**src/rtl/reed_solomon_frame_arbiter.sv**
```systemverilog
// Frame-level round-robin arbiter feeding two byte requesters into one RS decoder,
// with a tag FIFO that labels decoded output frames with their originating requester.
module reed_solomon_frame_arbiter #(
   parameter int unsigned N_IN      = 204,
   parameter int unsigned K_OUT     = 188,
   parameter int unsigned TAG_DEPTH = 4
) (
   input  logic       clk,
   input  logic       reset,
   input  logic [7:0] a_data,
   input  logic       a_valid,
   output logic       a_ready,
   input  logic [7:0] b_data,
   input  logic       b_valid,
   output logic       b_ready,
   output logic [7:0] dec_data,
   output logic       dec_valid,
   input  logic [7:0] dec_out_data,
   input  logic       dec_out_valid,
   output logic [7:0] out_data,
   output logic       out_valid,
   output logic       out_id,
   output logic       out_last,
   output logic       busy,
   output logic       tag_err
);

   localparam int unsigned IN_W  = $clog2(N_IN);
   localparam int unsigned OUT_W = $clog2(K_OUT);
   localparam int unsigned PTR_W = $clog2(TAG_DEPTH);

   localparam logic [IN_W-1:0]  IN_LAST   = IN_W'(N_IN - 1);
   localparam logic [OUT_W-1:0] OUT_LAST  = OUT_W'(K_OUT - 1);
   localparam logic [PTR_W:0]   FIFO_FULL = (PTR_W + 1)'(TAG_DEPTH);

   typedef enum logic [1:0] {StIdle, StGrantA, StGrantB} state_t;

   state_t           state;
   logic             rr_b;      // 1: B has priority at the next contested grant
   logic [IN_W-1:0]  in_cnt;
   logic [OUT_W-1:0] out_cnt;
   logic             tag_mem [TAG_DEPTH];
   logic [PTR_W-1:0] wr_ptr;
   logic [PTR_W-1:0] rd_ptr;
   logic [PTR_W:0]   tag_cnt;

   logic accept_a, accept_b, accept, in_last;
   logic fifo_full, fifo_empty;
   logic grant, grant_b;
   logic pop_ok, pop;

   always_comb begin
      accept_a   = a_valid && a_ready;
      accept_b   = b_valid && b_ready;
      accept     = accept_a || accept_b;
      in_last    = accept && (in_cnt == IN_LAST);
      fifo_full  = (tag_cnt == FIFO_FULL);
      fifo_empty = (tag_cnt == '0);
      grant      = (state == StIdle) && !fifo_full && (a_valid || b_valid);
      grant_b    = b_valid && (!a_valid || rr_b);
      pop_ok     = dec_out_valid && !fifo_empty;
      pop        = pop_ok && (out_cnt == OUT_LAST);
   end

   assign busy = (state != StIdle) || !fifo_empty;

   // Input side: grant FSM, byte counter and registered decoder feed.
   always_ff @(posedge clk or negedge reset) begin
      if (!reset) begin
         state     <= StIdle;
         rr_b      <= 1'b0;
         a_ready   <= 1'b0;
         b_ready   <= 1'b0;
         in_cnt    <= '0;
         dec_valid <= 1'b0;
         dec_data  <= '0;
      end else begin
         case (state)
            StIdle: begin
               if (grant) begin
                  state   <= grant_b ? StGrantB : StGrantA;
                  a_ready <= !grant_b;
                  b_ready <= grant_b;
               end
            end
            StGrantA, StGrantB: begin
               if (in_last) begin
                  state   <= StIdle;
                  a_ready <= 1'b0;
                  b_ready <= 1'b0;
                  rr_b    <= (state == StGrantA);
               end
            end
            default: begin
               state   <= StIdle;
               a_ready <= 1'b0;
               b_ready <= 1'b0;
            end
         endcase
         dec_valid <= accept;
         if (accept) begin
            dec_data <= accept_b ? b_data : a_data;
            in_cnt   <= in_last ? '0 : in_cnt + IN_W'(1);
         end
      end
   end

   // Tag FIFO: one entry per granted frame, retired on the last decoded byte.
   always_ff @(posedge clk or negedge reset) begin
      if (!reset) begin
         for (int i = 0; i < int'(TAG_DEPTH); i++) tag_mem[i] <= 1'b0;
         wr_ptr  <= '0;
         rd_ptr  <= '0;
         tag_cnt <= '0;
      end else begin
         if (grant) begin
            tag_mem[wr_ptr] <= grant_b;
            wr_ptr          <= wr_ptr + PTR_W'(1);
         end
         if (pop) rd_ptr <= rd_ptr + PTR_W'(1);
         case ({grant, pop})
            2'b10:   tag_cnt <= tag_cnt + (PTR_W + 1)'(1);
            2'b01:   tag_cnt <= tag_cnt - (PTR_W + 1)'(1);
            default: tag_cnt <= tag_cnt;
         endcase
      end
   end

   // Output side: bytes from the decoder are labelled with the FIFO head.
   always_ff @(posedge clk or negedge reset) begin
      if (!reset) begin
         out_valid <= 1'b0;
         out_last  <= 1'b0;
         out_data  <= '0;
         out_id    <= 1'b0;
         out_cnt   <= '0;
         tag_err   <= 1'b0;
      end else begin
         out_valid <= pop_ok;
         out_last  <= pop;
         if (pop_ok) begin
            out_data <= dec_out_data;
            out_id   <= tag_mem[rd_ptr];
            out_cnt  <= pop ? '0 : out_cnt + OUT_W'(1);
         end
         if (dec_out_valid && fifo_empty) tag_err <= 1'b1;
      end
   end

endmodule

```
**config.mk**
```make
export PLATFORM = sky130hd
export DESIGN_NAME = reed_solomon_frame_arbiter
export DESIGN_NICKNAME = d
export VERILOG_FILES = /design/src/rtl/reed_solomon_frame_arbiter.sv
export SDC_FILE = /design/constraint.sdc
export NUM_CORES = 1
export LEC_CHECK = 0
export ABC_AREA = 1
export BUFFER_PORTS_ARGS = -buffer_cell sky130_fd_sc_hd__buf_2
export CAP_MARGIN = 25
export CORE_MARGIN = 5
export CORE_UTILIZATION = 59
export CTS_BUF_LIST = sky130_fd_sc_hd__clkbuf_16
export DETAILED_ROUTE_END_ITERATION = 8
export GPL_TIMING_DRIVEN = 0
export HOLD_SLACK_MARGIN = 0.02
export PLACE_DENSITY = 0.88
export SLEW_MARGIN = 20
export SYNTH_ARGS = -nofsm -noshare
export SYNTH_HDL_FRONTEND = slang
export SYNTH_SLANG_ARGS = --single-unit
```
**constraint.sdc**
```tcl
create_clock -name clk -period 4.49 [get_ports clk]
set_clock_uncertainty 0.1 [all_clocks]
set_input_delay 0.898 -clock clk [delete_from_list [all_inputs] [get_ports clk]]
set_output_delay 0.898 -clock clk [all_outputs]
set_load 0.03 [all_outputs]
```
; Word level (Yosys, flattened, before mapping)
; Index checks and enable logic that the tools add are counted.
[totals]
word_cells = 84
inputBits = 29
register_bits = 53
output_inout_bits = 24
[op_classes]
eq_ne = 9
order_cmp = 3
bitwise = 2
n_addsub = 6
muxes = 19
n_reduce_logical = 25
[ops]
columns = op, count
row1 = $mux W8, 3
row2 = $add A8 B1 Y8 const B, 2
row3 = $eq A8 B8 Y1 const B, 2
row4 = $logic_and A1 B1 Y1, 10
row5 = $ge A3 B3 Y1 const B, 2
row6 = $mux W1, 6
row7 = $mux W2, 3
row8 = $not A2 Y3, 2
row9 = $pmux W3 S2, 1
row10 = $add A2 B1 Y2 const B, 2
row11 = $bwmux W4, 1
row12 = $eq A2 B1 Y1 const B, 2
row13 = $eq A2 B2 Y1 const B, 2
row14 = $logic_not A1 Y1, 4
row15 = $logic_or A1 B1 Y1, 4
row16 = $ne A2 B2 Y1 const B, 2
row17 = $pmux W1 S2, 2
row18 = $pmux W2 S2, 1
row19 = $reduce_and A2 Y1, 2
row20 = $reduce_bool A2 Y1, 2
row21 = $add A3 B1 Y3 const B, 1
row22 = $eq A3 B3 Y1 const B, 1
row23 = $logic_not A3 Y1, 1
row24 = $lt A3 B1 Y1 const B, 1
row25 = other kinds (5), 5

; Logic depth before layout (Yosys ltp)
; Gate-level depths: netlist of run 1.
[logic_depth]
depth_word = 6
mapped_depth = 11
mapped_depth_nobuf = 11

; Worst setup path after synthesis of run 1
; OpenSTA, ideal clock, no wires.
[synth_path]
path_kind = input to register
startpoint = in b_valid
endpoint = reg tag_cnt[2]
path_stages = 10
t_required_ps = 4259
t_arrival_ps = 2214
setup_time_ps = 131
path_buffers = 1
path_slack_ps = 2046
path_cell_list = inv_1 -> nand2_1 -> nand3_1 -> buf_2 -> ha_1 -> inv_1 -> fa_1 -> a21oi_1 -> o21ai_0 -> xor2_1
[synth_between]
elab_chain_len = 4
elab_cells_between_ends = 6
classes_between = 2 x eq/ne / 1 x mux / 3 x reduce/logical
[synth_rtl]
columns = element, line_no
row1 = "start, declared", 14  ; input logic b_valid,
row2 = $logic_or A1 B1 Y1 (*), 59  ; grant = (state == StIdle) && !fifo_full && (a_valid || b_valid);
row3 = $logic_and A1 B1 Y1 (*), 59
row4 = $eq A2 B1 Y1 / $eq A2 B2 Y1 (equally long branches), 121  ; case ({grant, pop})
row5 = $pmux W3 S2 / $reduce_bool A2 Y1 (equally long branches), n/a
row6 = "end signal, assigned", 122  ; 2'b10: tag_cnt <= tag_cnt + (PTR_W + 1)'(1);
row7 = "end signal, assigned", 123  ; 2'b01: tag_cnt <= tag_cnt - (PTR_W + 1)'(1);
row8 = "end signal, assigned", 124  ; default: tag_cnt <= tag_cnt;
row9 = "end, declared", 45  ; logic [PTR_W:0] tag_cnt;
; Mark *: on every way between the ends. The rest lies on a longest branch, timed or not.
; A chain may end at the register's enable or synchronous reset.

; Worst setup path after layout of run 1
[layout_path]
startpoint = reg out_cnt[1]
endpoint = reg tag_cnt[2]
[layout_between]
elab_chain_len = 4
elab_cells_between_ends = 6
classes_between = 3 x eq/ne / 1 x mux / 2 x reduce/logical
[layout_rtl]
columns = element, line_no
row1 = "start, declared", 41  ; logic [OUT_W-1:0] out_cnt;
row2 = "start signal, assigned", 144  ; out_cnt <= pop ? '0 : out_cnt + OUT_W'(1);
row3 = $eq A8 B8 Y1 (*), 62  ; pop = pop_ok && (out_cnt == OUT_LAST);
row4 = $logic_and A1 B1 Y1 (*), 62
row5 = via pop, 50  ; logic pop_ok, pop;
row6 = $eq A2 B1 Y1 / $eq A2 B2 Y1 (equally long branches), 121
row7 = $pmux W3 S2 / $reduce_bool A2 Y1 (equally long branches), n/a
; The timed path passes the listed nets; every way through them passes the cells marked *.

==> impl_results.md, run 1 <==
* Status: finished clean
* Clock sinks at 51
* Critical-path top delay cell: dfrtp_1
* Post-CTS setup buffers at 0
* CTS clk-pin slew, worst paths at 0.06 ns
* Drt initial violations at 140
* Ranking of synthesized cells by area: dfrtp_1 (48%), nand2_1 (13%), nor2_1 (5.8%), inv_1 (5.6%), ha_1 (4.2%)
* Die area at approximately 6000 um2
* FILL cells at ~330
* Sequential cell area fraction in the yosys report at 0.479
* Number of diodes at 0
* Ys flop type: dfrtp_1
* Mux cell area share after synthesis at 0
* Synth Area in Adders at 0.0497
* HPWL Detailed at approximately 4100 um
* CP Buf/Inv Count at 1
* Yosys top cell area share at 0.479
* Netlist cell types at 31
* R2R Setup Slk at roughly 2.1 ns
* Crit path max-delay family: adder cells
* Total chip power at 1.90 mW
* Hold worst-path end: out_data[1]
* Layout area overhead at 17.6%
* Die Y at ~77 um
* Post-synthesis simple-gate area fraction at 0.300
* RR Endpoint: tag_cnt[2]
* GRT Total Usage at 0.197
* Die W at 77.2 um
* Mapped Cells at 324
* Peak VDD IR at roughly 310 uV
* R2r worst-path depth at 11
* Synth async-reset ratio at 1.00
* Startpoint Class: flop
* Synth cell count leaders: nand2_1 (90), dfrtp_1 (51), nor2_1 (41)
* CTS Hold Bufs at 0
* CP endpoint kind: flop
* Hold path depth at 2
* Final setup viols at 0
* FP Rows at 24
* FF+latch count, synth at 51
* Hold Startpoint: out_data[1]
* EDFF count, synth at 0
* Vias at between 2,000 and 2,500
* RSZ-0062 raised after global routing: false
* CTS tree: done
* Post-synthesis compound-gate area fraction at 0.0713
* Final period util at 0.539
* Setup_tns at 0 ns
* Ratio of cells with drive above 1 in the final layout at 0.221
* Ys Warns at 0
* DRC Markers at 0
* Root Buffer: clkbuf_16
* Routability cong. at slightly below 0.9
* Syn Std Cell Area at around 2700 um2
* Largest net degree at the start of global routing at 52
* Total CTS buffers at 5
* Min Tclk post-route at about 2.4 ns
* Crit Path Category: flop to flop
* Measured slew at the worst slew-check pin at around 0.63 ns
* Critical R2R Launch: out_cnt[1]
* Worst skew pair latency at ~0.29 ns
* Largest stage delay, worst path at between 0.3 and 0.4 ns
* Slew headroom at 0.579
* Leading area contributor after synthesis: dfrtp_1
* Critical Path RT at around 4.6 ns
* Most numerous cell on the critical path: ha_1
* Maxcap violations at 0
* Count leader, synth: nand2_1
* Detailed-route wire length per cell at approximately 13 um
* Xor and xnor area share after synthesis at 0.0192
* CTS resizes at 0
* Drt pass-1 iters at 4
* Nets at between 400 and 500
* Max Clk Rate at between 400 and 500 MHz
* Pwr dens at between 600 and 700 nW/um2
* Global route overflow at 0
* Initial antenna violation count at 0
* Hold crit path type: flop to flop
* Total routed wirelength at roughly 5500 um
* Mean Syn Cell Area at a little over 8 um2
* Final hold vios at 0
* H-tree levels at 2
* CTS Buffer Depth at 2
* Starting Density at 0.608
* Routed Antenna Nets at 0
* PortBufs at 52
* First-pass GRT wire length at between 9000 and 10,000 um
* Largest family of logic cells by synthesized area: simple AND/OR/NAND/NOR gates
* Post-synth net total at 363
* Core footprint at ~4400 um2
* Vias in the first global route at ~2,300
* Avg Vias per Cell at a little over 5
* Crit path DAT at about 2.5 ns
* Slew Viols, Final at 0
* Final Util at 0.715
* Static leakage at ~1.7 nW
* Crit path max fanout at 8
* I/O Pins at 53
* CP cell instances: ha_1, nand2_2, nor2_4, nand3_4, nor2_8, ha_1, inv_1, fa_1, a21oi_1, o21ai_0, xor2_1
[cells by family after synthesis]
kind of cell / Yosys count
AOI/OAI and AO/OA: 34
xor gates and xnor gates: 5
adders and majority gates: 10
buffers and inverters: 52
DFF: 51
and+or+nand+nor: 172
[registers in the layout (all words and copies together) (netlist names), 2 cells and up]
| name | flops |
|---|---|
| dec_data | 8 |
| rd_ptr | 2 |
| out_cnt | 8 |
| tag_cnt | 3 |
| in_cnt | 8 |
| out_data | 8 |
| tag_mem | 4 |
| wr_ptr | 2 |
[area by class of cell]
cell class / instances / area, um2 / area share
clock buffers: 5 / 125 / 0.0399
clock inverters: 3 / 15.0 / 0.00479
flip-flops and latches: 51 / 1280 / 0.407
well taps: 52 / 65.1 / 0.0208
multi-input cells: 221 / 1170 / 0.375
repair buffers: 52 / 263 / 0.0838
inverters: 45 / 169 / 0.0539
plain buffers: 7 / 46.3 / 0.0148
[worst min-delay path, stage by stage (launching register included)]
cell and delay, ns:
dfrtp_1 0.34, nand2_1 0.05, nand2_1 0.05
[cell usage in the layout, fill, tap and decap left out, drive strengths merged]
master,instances
nand2,97
buf,58
dfrtp,51
nor2,45
inv,45
nand3,19
o21ai,14
a31oi,9
a21oi,9
ha,9
clkbuf,6
nand4,5
nor3,4
xor2,4
clkinv,2
xnor2,1
o211ai,1
o21bai,1
nor3b,1
or2,1
fa,1
clkinvlp,1
[power breakdown]
group	switching, mW	internal (mW)	leakage [nW]
logic	0.525	0.269	1.04
registers	0.130	0.614	0.606
clock network	0.161	0.203	0.0649
total	0.816	1.09	1.71
[layer usage]
layer,wire (um),part of all wire,GRT usage,vias to the layer above
met5,0,0,0,-
met4,87,0.016,0.0619,0
li1,-,-,-,1134
met2,2900,0.52,0.348,55
met3,289,0.052,0.0492,9
met1,2250,0.41,0.231,1022
[worst max-delay path by stage]
stage | from | to | depth (start not counted)
5_1_grt | out_cnt[1] | tag_cnt[2] | 11
6_report | out_cnt[1] | tag_cnt[2] | 11
2_1_floorplan | b_valid | tag_cnt[2] | 10
4_1_cts | out_cnt[1] | tag_cnt[2] | 11
3_5_place_dp | b_valid | tag_cnt[2] | 11
3_3_place_gp | b_valid | tag_cnt[2] | 11
[metrics by stage]
step / worst slack, ns / std cells / instance area [um2] / hold slack (ns)
3_3_place_gp: 1.81 / 428 / 2990 / 0.356
2_1_floorplan: 2.05 / 324 / 2670 / 0.361
6_report: 2.07 / 436 / 3130 / 0.378
5_1_grt: 1.95 / 436 / 3130 / 0.402
4_1_cts: 2.05 / 436 / 3130 / 0.379
3_5_place_dp: 1.79 / 428 / 2990 / 0.360
Note: power is estimated with default switching activity, not from simulation.
==> inputs of run 2 (changes only) <==
--- a/config.mk
+++ b/config.mk
@@ -9,12 +9,12 @@
 export BUFFER_PORTS_ARGS = -buffer_cell sky130_fd_sc_hd__buf_2
 export CAP_MARGIN = 25
 export CORE_MARGIN = 5
-export CORE_UTILIZATION = 59
+export CORE_UTILIZATION = 55
 export CTS_BUF_LIST = sky130_fd_sc_hd__clkbuf_16
 export DETAILED_ROUTE_END_ITERATION = 8
 export GPL_TIMING_DRIVEN = 0
 export HOLD_SLACK_MARGIN = 0.02
-export PLACE_DENSITY = 0.88
+export PLACE_DENSITY = 0.83
 export SLEW_MARGIN = 20
 export SYNTH_ARGS = -nofsm -noshare
 export SYNTH_HDL_FRONTEND = slang
==> constraint.sdc (replaced) <==
create_clock -name clk -period 2.4 [get_ports clk]
set_clock_uncertainty 0.1 [all_clocks]
set_input_delay 0.48 -clock clk [delete_from_list [all_inputs] [get_ports clk]]
set_output_delay 0.48 -clock clk [all_outputs]
set_load 0.03 [all_outputs]
==> run 2 against run 1 <==
  * Sequential share of layout area down 0.93 points
  * Non-clock buffer count is 5 higher
  * Count of clock-buffer cells in the layout is the same
  * Design area rose by 2.4%
  * Wire length is 1.8% higher
  * Critical endpoint unchanged
  * Via count grew 2.7%
  * Die area is 6.3% higher
  * Critical path depth unchanged
  * Worst setup slack got worse by 2.0 ns
  * Highest routed layer unchanged
  * Core utilization decreased by 3.5 points
  * First-iteration DRC count shrank 20%
  * Worst hold slack got worse by 0.26 ns
==> impl_results.md, run 2 (synthesized netlist as in run 1, its figures left out) <==
* Root Buffer: clkbuf_16
* Routability cong. at around 0.83
* Drt pass-1 iters at 4
* Detailed-route wire length per cell at between 10 and 15 um
* Maxcap violations at 0
* Largest net degree at the start of global routing at 52
* H-tree levels at 2
* Total routed wirelength at approximately 5600 um
* Clock sinks at around 50
* Ratio of cells with drive above 1 in the final layout at 0.242
* Startpoint Class: flop
* Critical Path RT at around 2.5 ns
* Drt initial violations at between 100 and 150
* DP Area at about 3000 um2
* Static leakage at roughly 1.7 nW
* Avg Vias per Cell at around 5
* Final std cell area, no fill at around 3200 um2
* Pwr dens at 1130 nW/um2
* Crit path max-delay family: adder cells
* Initial antenna violation count at 0
* Global route overflow at 0
* Worst skew pair latency at roughly 0.28 ns
* Die Y at between 70 and 80 um
* CP endpoint kind: flop
* Status: finished clean
* Largest stage delay, worst path at 0.41 ns
* Die area at ~6300 um2
* Final Non-Filler Cells at about 460
* Critical-path top delay cell: dfrtp_1
* Setup_tns at 0 ns
* Slew headroom at 0.583
* First-pass GRT wire length at ~9500 um
* PortBufs at 52
* Final period util at 0.956
* DP Worst Slack at -0.0846 ns
* CTS clk-pin slew, worst paths at approximately 0.07 ns
* Hold crit path type: input port to async pin
* GRT Total Usage at 0.189
* Peak VDD IR at between 600 and 700 uV
* Most frequent cells in the layout: nand2_1 (90), buf_2 (54), dfrtp_1 (50)
* Most common cell after layout, fill and taps aside: nand2_1
* Worst setup margin at approximately 0.11 ns
* Vias at 2,280
* CTS tree: done
* Measured slew at the worst slew-check pin at 0.625 ns
* Total chip power at 3.62 mW
* Starting Density at 0.565
* CTS Buffer Depth at 2
* CTS Hold Bufs at 0
* Max Clk Rate at around 440 MHz
* Core footprint at 4720 um2
* Final setup viols at 0
* CP Buf/Inv Count at 1
* Placed Instances at about 440
* Min Tclk post-route at 2.29 ns
* CP cell instances: ha_4, nand2_2, nor2_4, nand3_4, nor2_8, ha_1, inv_1, fa_1, a21oi_1, o21ai_1, xor2_1
* Crit path max fanout at 6
* Routed Antenna Nets at 0
* Layout area overhead at 20.4%
* Die W at 79.6 um
* Slew Viols, Final at 0
* I/O Pins at 53
* DRC Markers at 0
* Number of diodes at 0
* Nets at between 400 and 500
* Crit path DAT at about 2.4 ns
* Total CTS buffers at 5
* FP Rows at 25
* Final hold vios at 0
* Vias in the first global route at between 2,000 and 2,500
* HPWL Detailed at around 4100 um
* Crit Path Category: flop to flop
[run 2: power by group]
group	switching, mW	leakage (nW)	total (mW)	internal [mW]
clock	0.311	0.0740	0.698	0.387
sequential	0.246	0.605	1.40	1.15
combinational	0.992	1.06	1.53	0.538
[run 2: layout make-up]
cell class	instances	area, um2
buffer	7	48.8
clock buffer	5	125
clock inverter	3	18.8
fill	381	1510
inverter	45	169
multi-input combinational	221	1190
sequential	51	1280
tap	67	83.8
timing repair buffer	57	300
[run 2: path summary, 6_finish.rpt]
path	from	endpoint	slack (ns)	cells past startpoint
worst max-delay path	out_cnt[0]	tag_cnt[2]	0.11	11
worst min-delay path	reset	out_cnt[2]	0.12	1
worst max register to register	out_cnt[0]	tag_cnt[2]	0.11	11
worst min register to register	out_data[1]	out_data[1]	0.38	2
max in group asynchronous	reset	b_ready	1.64	1
min in group clk	dec_out_data[1]	out_data[1]	0.29	3
[run 2: what timing repair did]
item	4_1_cts	5_1_grt
resized for setup	2	4
pin swaps	1	0
setup buffers	2	3
setup endpoints to repair	1	1
gates cloned	0	0
[run 2: worst register-to-register path: stages, from the launching register on]
cell	delay [ns]
dfrtp_1	0.41
ha_4	0.19
nand2_2	0.07
nor2_4	0.12
nand3_4	0.12
nor2_8	0.14
ha_1	0.14
inv_1	0.07
fa_1	0.39
a21oi_1	0.16
o21ai_1	0.10
xor2_1	0.16
[run 2: metal layers]
metal | wire length [um] | track usage | vias to the layer above
met4 | 89 | 0.0550 | 0
met1 | 2290 | 0.215 | 1075
met3 | 229 | 0.0418 | 8
li1 | - | - | 1148
met2 | 3010 | 0.352 | 49
met5 | 0 | 0 | -
[run 2: through the flow]
step	utilization	hold slack (ns)
after floorplan	-	0.0844
after global placement	0.637	0.356
after detailed placement	0.638	0.364
after CTS	0.674	0.139
after global routing	0.680	0.172
final	0.680	0.116
